$ cat config.mk
export PLATFORM = sky130hd
export DESIGN_NAME = tow_arena_flat
export DESIGN_NICKNAME = d
export VERILOG_FILES = /design/src/rtl/tow_arena_if.sv /design/src/rtl/tow_arena.sv /design/src/flat_wrapper.sv
export SDC_FILE = /design/constraint.sdc
export NUM_CORES = 1
export LEC_CHECK = 0
export CORE_MARGIN = 1.5
export CORE_UTILIZATION = 24
export DETAILED_ROUTE_END_ITERATION = 16
export GPL_ROUTABILITY_DRIVEN = 0
export SYNTH_ARGS = -nofsm -noshare
export SYNTH_HDL_FRONTEND = slang
export SYNTH_SLANG_ARGS = --single-unit
$ cat constraint.sdc
create_clock -name clk -period 1.9 [get_ports clk]
set_input_delay 0.19 -clock clk [delete_from_list [all_inputs] [get_ports clk]]
set_output_delay 0.19 -clock clk [all_outputs]
set_load 0.01 [all_outputs]
$ cat src/rtl/tow_arena_if.sv
// Player/LED bundle for the tug-of-war core: tick enable and raw buttons in,
// LED drive and match status out.
interface tow_arena_if #(
  parameter int unsigned NUM_LEDS = 7,
  parameter int unsigned SW       = 2
);
  logic                en;
  logic                pbl;
  logic                pbr;
  logic [NUM_LEDS-1:0] led;
  logic [SW-1:0]       score_l;
  logic [SW-1:0]       score_r;
  logic [1:0]          winner;
  logic                match_over;

  modport master (
    output en, pbl, pbr,
    input  led, score_l, score_r, winner, match_over
  );

  modport slave (
    input  en, pbl, pbr,
    output led, score_l, score_r, winner, match_over
  );
endinterface

$ cat src/rtl/tow_arena.sv
// Tug-of-war game core: synchronised push detection, one-hot rope marker,
// round wins with a blinking hold display, and best-of match scoring.
module tow_arena #(
  parameter int unsigned NUM_LEDS    = 7,
  parameter int unsigned WIN_ROUNDS  = 3,
  parameter int unsigned SYNC_STAGES = 2,
  parameter int unsigned HOLD_TICKS  = 8
) (
  input  logic        clk,
  input  logic        rst,
  tow_arena_if.slave  bus
);
  localparam int unsigned C  = (NUM_LEDS - 1) / 2;
  localparam int unsigned SW = $clog2(WIN_ROUNDS + 1);
  localparam int unsigned PW = $clog2(NUM_LEDS);
  localparam int unsigned HW = (HOLD_TICKS > 1) ? $clog2(HOLD_TICKS) : 1;

  localparam logic [PW-1:0]       PosC     = PW'(C);
  localparam logic [PW-1:0]       PosMax   = PW'(NUM_LEDS - 1);
  localparam logic [HW-1:0]       HoldLast = HW'(HOLD_TICKS - 1);
  localparam logic [SW-1:0]       ScoreMax = SW'(WIN_ROUNDS);
  localparam logic [NUM_LEDS-1:0] LedOne   = {{(NUM_LEDS-1){1'b0}}, 1'b1};
  localparam logic [NUM_LEDS-1:0] LedLeft  = {1'b1, {(NUM_LEDS-1){1'b0}}};

  typedef enum logic [1:0] {StReady, StPlay, StShow, StMatch} state_e;

  state_e                  state_q, state_d;
  logic [SYNC_STAGES-1:0]  sync_l_q, sync_l_d, sync_r_q, sync_r_d;
  logic                    prev_l_q, prev_l_d, prev_r_q, prev_r_d;
  logic                    push_l_q, push_l_d, push_r_q, push_r_d;
  logic [PW-1:0]           pos_q, pos_d;
  logic [HW-1:0]           hold_q, hold_d;
  logic                    blink_q, blink_d;
  logic [SW-1:0]           score_l_q, score_l_d, score_r_q, score_r_d;
  logic [1:0]              winner_q, winner_d;
  logic [NUM_LEDS-1:0]     led_q, led_d;
  logic                    match_over_q, match_over_d;
  logic                    lvl_l, lvl_r;
  logic [SW-1:0]           won_score;

  always_comb begin
    sync_l_d  = {sync_l_q[SYNC_STAGES-2:0], bus.pbl};
    sync_r_d  = {sync_r_q[SYNC_STAGES-2:0], bus.pbr};
    lvl_l     = sync_l_q[SYNC_STAGES-1];
    lvl_r     = sync_r_q[SYNC_STAGES-1];
    prev_l_d  = lvl_l;
    prev_r_d  = lvl_r;
    push_l_d  = lvl_l & ~prev_l_q;
    push_r_d  = lvl_r & ~prev_r_q;

    state_d   = state_q;
    pos_d     = pos_q;
    hold_d    = hold_q;
    blink_d   = blink_q;
    score_l_d = score_l_q;
    score_r_d = score_r_q;
    winner_d  = winner_q;
    won_score = (winner_q == 2'b01) ? score_l_q : score_r_q;

    unique case (state_q)
      StReady: begin
        pos_d = PosC;
        // A button still held from the previous round must be released first.
        if (!lvl_l && !lvl_r) state_d = StPlay;
      end
      StPlay: begin
        if (push_l_q && !push_r_q) begin
          if (pos_q == PosMax) begin
            score_l_d = score_l_q + 1'b1;
            winner_d  = 2'b01;
            state_d   = StShow;
            blink_d   = 1'b1;
            hold_d    = '0;
          end else begin
            pos_d = pos_q + 1'b1;
          end
        end else if (push_r_q && !push_l_q) begin
          if (pos_q == '0) begin
            score_r_d = score_r_q + 1'b1;
            winner_d  = 2'b10;
            state_d   = StShow;
            blink_d   = 1'b1;
            hold_d    = '0;
          end else begin
            pos_d = pos_q - 1'b1;
          end
        end
      end
      StShow: begin
        if (bus.en) begin
          blink_d = ~blink_q;
          hold_d  = hold_q + 1'b1;
          if (hold_q == HoldLast) begin
            hold_d  = '0;
            blink_d = 1'b1;
            if (won_score == ScoreMax) begin
              state_d = StMatch;
            end else begin
              state_d = StReady;
              pos_d   = PosC;
            end
          end
        end
      end
      StMatch: ;
    endcase

    // LED and status are registered from next-state values so they track the FSM.
    led_d = '0;
    unique case (state_d)
      StReady, StPlay: led_d = LedOne << pos_d;
      StShow:          if (blink_d) led_d = (winner_d == 2'b01) ? LedLeft : LedOne;
      StMatch:         led_d = '1;
    endcase
    match_over_d = (state_d == StMatch);
  end

  always_ff @(posedge clk) begin
    if (rst) begin
      state_q      <= StReady;
      sync_l_q     <= '0;
      sync_r_q     <= '0;
      prev_l_q     <= 1'b0;
      prev_r_q     <= 1'b0;
      push_l_q     <= 1'b0;
      push_r_q     <= 1'b0;
      pos_q        <= PosC;
      hold_q       <= '0;
      blink_q      <= 1'b1;
      score_l_q    <= '0;
      score_r_q    <= '0;
      winner_q     <= 2'b00;
      led_q        <= LedOne << C;
      match_over_q <= 1'b0;
    end else begin
      state_q      <= state_d;
      sync_l_q     <= sync_l_d;
      sync_r_q     <= sync_r_d;
      prev_l_q     <= prev_l_d;
      prev_r_q     <= prev_r_d;
      push_l_q     <= push_l_d;
      push_r_q     <= push_r_d;
      pos_q        <= pos_d;
      hold_q       <= hold_d;
      blink_q      <= blink_d;
      score_l_q    <= score_l_d;
      score_r_q    <= score_r_d;
      winner_q     <= winner_d;
      led_q        <= led_d;
      match_over_q <= match_over_d;
    end
  end

  assign bus.led        = led_q;
  assign bus.score_l    = score_l_q;
  assign bus.score_r    = score_r_q;
  assign bus.winner     = winner_q;
  assign bus.match_over = match_over_q;
endmodule

$ cat src/flat_wrapper.sv
// flat-port wrapper written by rule: the top's interface ports become plain ports
module tow_arena_flat 
#(
  parameter int unsigned NUM_LEDS    = 7,
  parameter int unsigned WIN_ROUNDS  = 3,
  parameter int unsigned SYNC_STAGES = 2,
  parameter int unsigned HOLD_TICKS  = 8
)
  (clk, rst, bus_en, bus_pbl, bus_pbr, bus_led, bus_score_l, bus_score_r, bus_winner, bus_match_over);
  tow_arena_if #(.NUM_LEDS(NUM_LEDS), .SW(($clog2((3) + 1)))) bus_i ();
  input  logic clk;
  input  logic rst;
  input wire logic [$bits(bus_i.en)-1:0] bus_en;
  input wire logic [$bits(bus_i.pbl)-1:0] bus_pbl;
  input wire logic [$bits(bus_i.pbr)-1:0] bus_pbr;
  output wire logic [$bits(bus_i.led)-1:0] bus_led;
  output wire logic [$bits(bus_i.score_l)-1:0] bus_score_l;
  output wire logic [$bits(bus_i.score_r)-1:0] bus_score_r;
  output wire logic [$bits(bus_i.winner)-1:0] bus_winner;
  output wire logic [$bits(bus_i.match_over)-1:0] bus_match_over;
  assign bus_i.en = bus_en;
  assign bus_i.pbl = bus_pbl;
  assign bus_i.pbr = bus_pbr;
  assign bus_led = bus_i.led;
  assign bus_score_l = bus_i.score_l;
  assign bus_score_r = bus_i.score_r;
  assign bus_winner = bus_i.winner;
  assign bus_match_over = bus_i.match_over;
  tow_arena #(.NUM_LEDS(NUM_LEDS), .WIN_ROUNDS(WIN_ROUNDS), .SYNC_STAGES(SYNC_STAGES), .HOLD_TICKS(HOLD_TICKS)) u_core (.clk(clk), .rst(rst), .bus(bus_i));
endmodule
==> results of run 1 <==
-- flip-flops by register name, indices dropped and copies added, names as in the netlist --
signal and flops:
u_core.push_r_q 1, u_core.sync_l_q 2, u_core.bus.match_over 1, u_core.blink_q 1, u_core.prev_l_q 1, u_core.push_l_q 1
u_core.hold_q 3, u_core.bus.score_l 2, u_core.bus.score_r 2, u_core.state_q 2, u_core.prev_r_q 1, u_core.pos_q 3
u_core.bus.winner 2, u_core.sync_r_q 2, u_core.bus.led 7
-- logic make-up (layout without fill, tap and decap cells) --
family	Yosys count	in the layout	share of synthesized area [%]
fa+ha+maj	12	12	9.15
mux	3	3	2.82
simple gates	72	72	25.8
flops	31	31	37.8
compound gates	39	39	18.2
xor+xnor	4	4	2.14
buf+inv	17	71	4.12
-- Yosys cell counts, types with 2 or more instances --
cell type	instances	share of area [%]
a32oi_1	3	1.6
and3b_1	2	1.1
buf_2	3	0.92
inv_1	12	2.7
o21ai_0	7	2.1
nand2_1	17	3.9
xnor2_1	2	1.1
ha_1	12	9.2
nand3_1	3	0.92
dfxtp_1	31	38
nor2b_1	9	3.4
o21ai_1	2	0.61
o31ai_1	2	0.92
nor3_1	2	0.61
or2_2	4	1.5
mux2i_1	2	1.2
nand2b_1	9	3.4
and2b_1	2	0.92
clkbuf_1	2	0.46
a21oi_1	9	2.7
o22ai_1	4	1.5
xor2_1	2	1.1
nor2_1	10	2.3
and2_1	2	0.76
-- routing by layer --
| metal | vias to the layer above | track usage (%) | wire, um |
|---|---|---|---|
| met2 | 22 | 18.0 | 1880 |
| met5 | - | 0 | 0 |
| met1 | 659 | 14.5 | 1790 |
| li1 | 721 | - | - |
| met4 | 0 | 4.84 | 70 |
| met3 | 5 | 2.98 | 131 |
-- how the worst min path moves through the flow --
stage,end,slack [ns],start,cells past startpoint
2_1_floorplan,u_core.prev_l_q,0.27,rst,1
3_3_place_gp,u_core.push_l_q,0.37,u_core.prev_l_q,1
3_5_place_dp,u_core.push_r_q,0.37,u_core.prev_r_q,1
4_1_cts,u_core.push_l_q,0.38,u_core.prev_l_q,1
5_1_grt,u_core.push_r_q,0.39,u_core.prev_r_q,1
6_report,u_core.push_r_q,0.37,u_core.prev_r_q,1
-- cell type report --
class / count / area share, %
repair buffers: 51 / 18.1
multi-input cells: 130 / 46.0
inverters: 12 / 2.26
clock buffers: 5 / 2.83
clock inverters: 3 / 0.618
well taps: 77 / 3.96
flip-flops and latches: 31 / 26.2
-- per-stage QoR --
step           power [mW]  instance area (um2)  util (%)  instances
2_1_floorplan       0.835                 1680         -        178
3_3_place_gp        0.935                 2160      33.4        298
3_5_place_dp        0.936                 2160      33.4        298
4_1_cts              1.46                 2310      35.8        307
5_1_grt              1.53                 2430      37.6        309
6_report             1.45                 2430      37.6        309
-- power by group --
group	internal [mW]	switching (mW)
sequential	0.671	0.0167
combinational	0.149	0.123
clock	0.250	0.245
-- worst max-delay path, delay by kind of cell (launching register included) --
family          cells  cell delay, ns
compound gates      3            0.72
fa+ha+maj           1            0.17
buf+inv             1            0.11
flops               1            0.33
mux                 1            0.10
simple gates        2            0.39
-- repair_timing --
action	CTS	global route
pin swaps	6	13
hold buffers	0	0
setup buffers	1	2
gates cloned	0	0
setup endpoints to repair	8	8
gates resized for setup	21	28
==> impl_metrics.sql, run 1 <==
INSERT INTO impl_metrics (metric_group, metric, value, unit) VALUES
('status', 'result_of_the_run', 'finished, violations left', ''),
('status', 'violated_checks', 'DRC, setup timing', ''),
('worst_setup_path', 'crit_path_cell_trace', 'buf_6 > ha_4 > nand2b_4 > o2bb2ai_4 > mux2i_2 > a311oi_4 > and4b_1 > a211o_1', ''),
('final_layout', 'area.growth.synth_to_final', '48.2', '%'),
('detailed_routing', 'routed_wire_length_per_instance', '12.5', 'um'),
('sta', 'unrepaired_setup_endpoints_after_global_routing', 'yes', ''),
('yosys', 'synth_ff_type', 'dfxtp_1', ''),
('final_layout', 'diodes_inserted', '0', ''),
('yosys', 'synth_async_sr_flop_share', '0', '%'),
('worst_setup_path', 'worstPathArrival', '2.09', 'ns'),
('yosys', 'yosysWarningCount', '0', ''),
('grt', 'wire_length_of_the_first_global_routing_pass', '6570', 'um'),
('sta', 'worst-slew-pin-transition', '0.356', 'ns'),
('yosys', 'ys_ff_latch', '31', ''),
('detailed_routing', 'drc', '1', ''),
('grt', 'gr-total-overflow', '0', ''),
('die', 'core.rowCount', '29', ''),
('sta', 'setup_tns_final', '-0.0141', 'ns'),
('grt', 'number_of_antenna_violations_at_the_first_check_in_global_routing', '0', ''),
('sta', 'clock.fmax', '522', 'MHz'),
('sta', 'final_min_period_over_clock_period', '101', '%'),
('final_layout', 'nNetsFinal', '248', ''),
('cts', 'clk_transition_reported_paths', '0.07', 'ns'),
('placement', 'place_worst_setup_slack', '-0.130', 'ns'),
('final_layout', 'layout-drive-gt1-share', '37.9', '%'),
('final_layout', 'regArea', '638', 'um2'),
('yosys', 'syn_nets', '195', ''),
('detailed_routing', 'vias', '1407', ''),
('worst_setup_path', 'crit_start', 'u_core.push_l_q', ''),
('detailed_routing', 'first_pass_iters', '10', ''),
('detailed_routing', 'drt.antenna.violating_nets', '0', ''),
('cts', 'clk-insertion-delay-late', '0.28', 'ns'),
('sta', 'postLayoutSetupSlackWorst', '-0.0141', 'ns'),
('power_and_ir_drop', 'leakagePower', '0.981', 'nW'),
('cts', 'maximum_clock_path_buffer_count', '2', ''),
('yosys', 'synthesis.area_per_instance', '9.22', 'um2'),
('detailed_routing', 'viasPerCell', '4.55', ''),
('detailed_routing', 'wl', '3870', 'um'),
('final_layout', 'mostFrequentLayoutCells', '30 x buf_4, 25 x dfxtp_1, 18 x clkdlybuf4s50_1, 17 x nand2_1', ''),
('sta', 'finalHoldWorstSlack', '0.373', 'ns'),
('cts', 'cts_sinks', '31', ''),
('die', 'die-height', '85.7', 'um'),
('yosys', 'synth_edf_count', '0', ''),
('sta', 'final-max-slew-violation-count', '0', ''),
('worst_setup_path', 'cpPeakStageDelay', '0.33', 'ns'),
('cts', 'cts_made_buffers', '5', ''),
('die', 'die_width', '85.7', 'um'),
('worst_setup_path', 'critical_path.endpoint_type', 'flop', ''),
('die', 'initial_core_util', '25.4', '%'),
('job', 'max_cap_violations', '0', ''),
('detailed_routing', 'drt_iter0_drc', '51', ''),
('die', 'core-area', '6460', 'um2'),
('cts', 'cts_htree_levels', '2', ''),
('die', 'io-pin-count', '19', ''),
('worst_setup_path', 'start_kind', 'flop', ''),
('grt', 'global_route_total_usage_across_every_layer', '11.3', '%'),
('worst_setup_path', 'criticalPathCategory', 'reg -> reg', ''),
('grt', 'grt_max_degree', '13', ''),
('sta', 'setup_viol', '1', ''),
('worst_setup_path', 'timing.rr.start', 'u_core.push_l_q', ''),
('sta', 'hold_viol', '0', ''),
('final_layout', 'area_of_the_multi_input_gates', '1120', 'um2'),
('final_layout', 'final.fill_count', '663', ''),
('worst_setup_path', 'r2r_cells', '8', ''),
('worst_setup_path', 'r2r_slack', '-0.01', 'ns'),
('yosys', 'post_synthesis_instance_area', '1640', 'um2'),
('worst_setup_path', 'cp_max_fo', '6', ''),
('yosys', 'synth_cell_type_count', '49', ''),
('grt', 'first_global_vias', '1431', ''),
('yosys', 'synth_sequential_area_ratio', '37.8', '%'),
('die', 'die_area', '7340', 'um2');
No activity file was read; power rests on OpenSTA's default activity.
==> inputs of run 2 (changes only) <==
Settings changed: SETUP_SLACK_MARGIN set to 0.02.
==> run 2 against run 1 <==
Against the previous run: the flow still finishes with violations (DRC, setup timing); worst setup slack got worse by 0.020 ns; critical path depth stayed put; global-route usage increased by 0.081 points; non-clock buffer count rose by 2.
==> impl_metrics.sql, run 2 (synthesis results as in run 1) <==
INSERT INTO impl_metrics (metric_group, metric, value, unit) VALUES
('grt', 'gr-total-overflow', '0', ''),
('cts', 'maximum_clock_path_buffer_count', '2', ''),
('die', 'die_area', '7340', 'um2'),
('grt', 'number_of_antenna_violations_at_the_first_check_in_global_routing', '0', ''),
('status', 'violated_checks', 'DRC, setup timing', ''),
('final_layout', 'layout-drive-gt1-share', '38.9', '%'),
('detailed_routing', 'drt_iter0_drc', '35', ''),
('final_layout', 'diodes_inserted', '0', ''),
('cts', 'clk_transition_reported_paths', '0.06', 'ns'),
('power_and_ir_drop', 'leakagePower', '0.990', 'nW'),
('final_layout', 'area.growth.synth_to_final', '48.9', '%'),
('worst_setup_path', 'crit_required', '2.08', 'ns'),
('detailed_routing', 'routed_wire_length_per_instance', '12.3', 'um'),
('final_layout', 'mostFrequentLayoutCell', 'buf_4', ''),
('placement', 'placed_area', '2160', 'um2'),
('worst_setup_path', 'cpPeakStageDelay', '0.32', 'ns'),
('placement', 'place.detailed.hpwl', '2880', 'um'),
('grt', 'first_global_vias', '1432', ''),
('cts', 'cts_sinks', '31', ''),
('sta', 'clock.fmax', '517', 'MHz'),
('sta', 'setup_viol', '1', ''),
('final_layout', 'instances_no_fill', '311', ''),
('detailed_routing', 'viasPerCell', '4.60', ''),
('die', 'die_width', '85.7', 'um'),
('cts', 'clockRootBuffer', 'clkbuf_8', ''),
('detailed_routing', 'vias', '1430', ''),
('sta', 'postLayoutSetupSlackWorst', '-0.0345', 'ns'),
('sta', 'finalHoldWorstSlack', '0.373', 'ns'),
('sta', 'unrepaired_setup_endpoints_after_global_routing', 'yes', ''),
('worst_setup_path', 'worst_path_dominant_cell_family', 'compound AO/OA/AOI/OAI gates', ''),
('placement', 'post-place-cells', '298', ''),
('detailed_routing', 'wl', '3810', 'um'),
('worst_setup_path', 'criticalPathCategory', 'reg -> reg', ''),
('sta', 'worst-slew-pin-transition', '0.357', 'ns'),
('cts', 'clk-insertion-delay-late', '0.28', 'ns'),
('detailed_routing', 'drc', '1', ''),
('sta', 'final_min_period_over_clock_period', '102', '%'),
('worst_setup_path', 'cp_max_fo', '6', ''),
('job', 'max_cap_violations', '0', ''),
('final_layout', 'mostFrequentLayoutCells', '32 x buf_4, 25 x dfxtp_1, 18 x clkdlybuf4s50_1, 17 x nand2_1, 9 x nor2b_1', ''),
('grt', 'grt_max_degree', '13', ''),
('final_layout', 'largest_register_ffs', '7', ''),
('cts', 'cts_htree_levels', '2', ''),
('placement', 'port_buffers', '18', ''),
('final_layout', 'final.fill_count', '660', ''),
('die', 'core.rowCount', '29', ''),
('final_layout', 'nNetsFinal', '250', ''),
('worst_setup_path', 'worstPathArrival', '2.11', 'ns'),
('final_layout', 'fin_area', '2440', 'um2'),
('cts', 'holdBufCountCts', '0', ''),
('worst_setup_path', 'crit_path_cell_trace', 'buf_4 > ha_4 > nand2b_4 > o2bb2ai_4 > mux2i_2 > a311oi_4 > and4b_1 > a211o_1', ''),
('cts', 'cts_made_buffers', '5', ''),
('grt', 'global_route_total_usage_across_every_layer', '11.4', '%'),
('power_and_ir_drop', 'worst_ir_drop_vdd', '0.000423', 'V'),
('sta', 'hold_viol', '0', ''),
('detailed_routing', 'first_pass_iters', '10', ''),
('die', 'initial_core_util', '25.4', '%'),
('sta', 'worst_slew_margin_rel', '76.2', '%'),
('power_and_ir_drop', 'power.density_cell_area', '596', 'nW/um2'),
('worst_setup_path', 'start_kind', 'flop', ''),
('die', 'core-area', '6460', 'um2'),
('worst_setup_path', 'critical_path.endpoint_type', 'flop', ''),
('grt', 'wire_length_of_the_first_global_routing_pass', '6600', 'um'),
('die', 'io-pin-count', '19', ''),
('status', 'result_of_the_run', 'finished, violations left', ''),
('detailed_routing', 'drt.antenna.violating_nets', '0', ''),
('power_and_ir_drop', 'total_power', '1.46', 'mW'),
('die', 'die-height', '85.7', 'um'),
('worst_setup_path', 'cell_at_the_slowest_stage_of_the_critical_path', 'dfxtp_2', ''),
('sta', 'period_minus_slack', '1.93', 'ns'),
('cts', 'tritoncts_clock_tree', 'yes', ''),
('sta', 'final-max-slew-violation-count', '0', ''),
('sta', 'clock-skew-final', '0.00339', 'ns'),
('min_path', 'min-delay-path-class', 'reg -> reg', ''),
('worst_setup_path', 'worstPathBufferInverterCount', '1', '');
## run 2: final timing paths
path | startpoint | to | slack (ns) | depth (start not counted)
worst max register to register | u_core.push_l_q | u_core.bus.led[3] | -0.03 | 8
worst min register to register | u_core.prev_r_q | u_core.push_r_q | 0.37 | 1
worst max-delay path | u_core.push_l_q | u_core.bus.led[3] | -0.03 | 8
worst min-delay path | u_core.prev_r_q | u_core.push_r_q | 0.37 | 1
## run 2: layer usage
metal / global-route usage, % / vias to the layer above / part of all wire (%)
li1: - / 730 / -
met1: 14.6 / 670 / 45
met2: 18.3 / 24 / 48
met3: 2.98 / 6 / 4.2
met4: 4.84 / 0 / 2.0
met5: 0 / - / 0
## run 2: where the power goes
| part | total, mW | internal (mW) | leakage [nW] | switching (mW) |
|---|---|---|---|---|
| sequential | 0.687 | 0.671 | 0.255 | 0.0161 |
| combinational | 0.277 | 0.154 | 0.688 | 0.123 |
| clock | 0.492 | 0.250 | 0.0477 | 0.242 |
## run 2: repair_timing
| action | in CTS | in global routing |
|---|---|---|
| setup endpoints to repair | 8 | 8 |
| buffers inserted | 1 | 4 |
| pin swaps | 6 | 9 |
| resized for setup | 24 | 24 |
## run 2: layout make-up
cell class,instances,area (um2),area share [%]
Multi-Input combinational cell,130,1110,45.6
Sequential cell,31,638,26.1
Timing Repair Buffer,53,454,18.6
Tap cell,77,96.3,3.94
Clock buffer,5,68.8,2.82
Inverter,12,55.1,2.25
Clock inverter,3,15.0,0.615
## run 2: through the flow
stage,TNS [ns],utilization (%),setup slack (ns)
final,-0.0345,37.8,-0.0345
after global routing,-0.678,37.8,-0.133
after CTS,-0.0988,36.0,-0.0329
after detailed placement,-0.720,33.4,-0.130
after global placement,-0.402,33.4,-0.0864
after floorplan,-0.00708,-,-0.00708
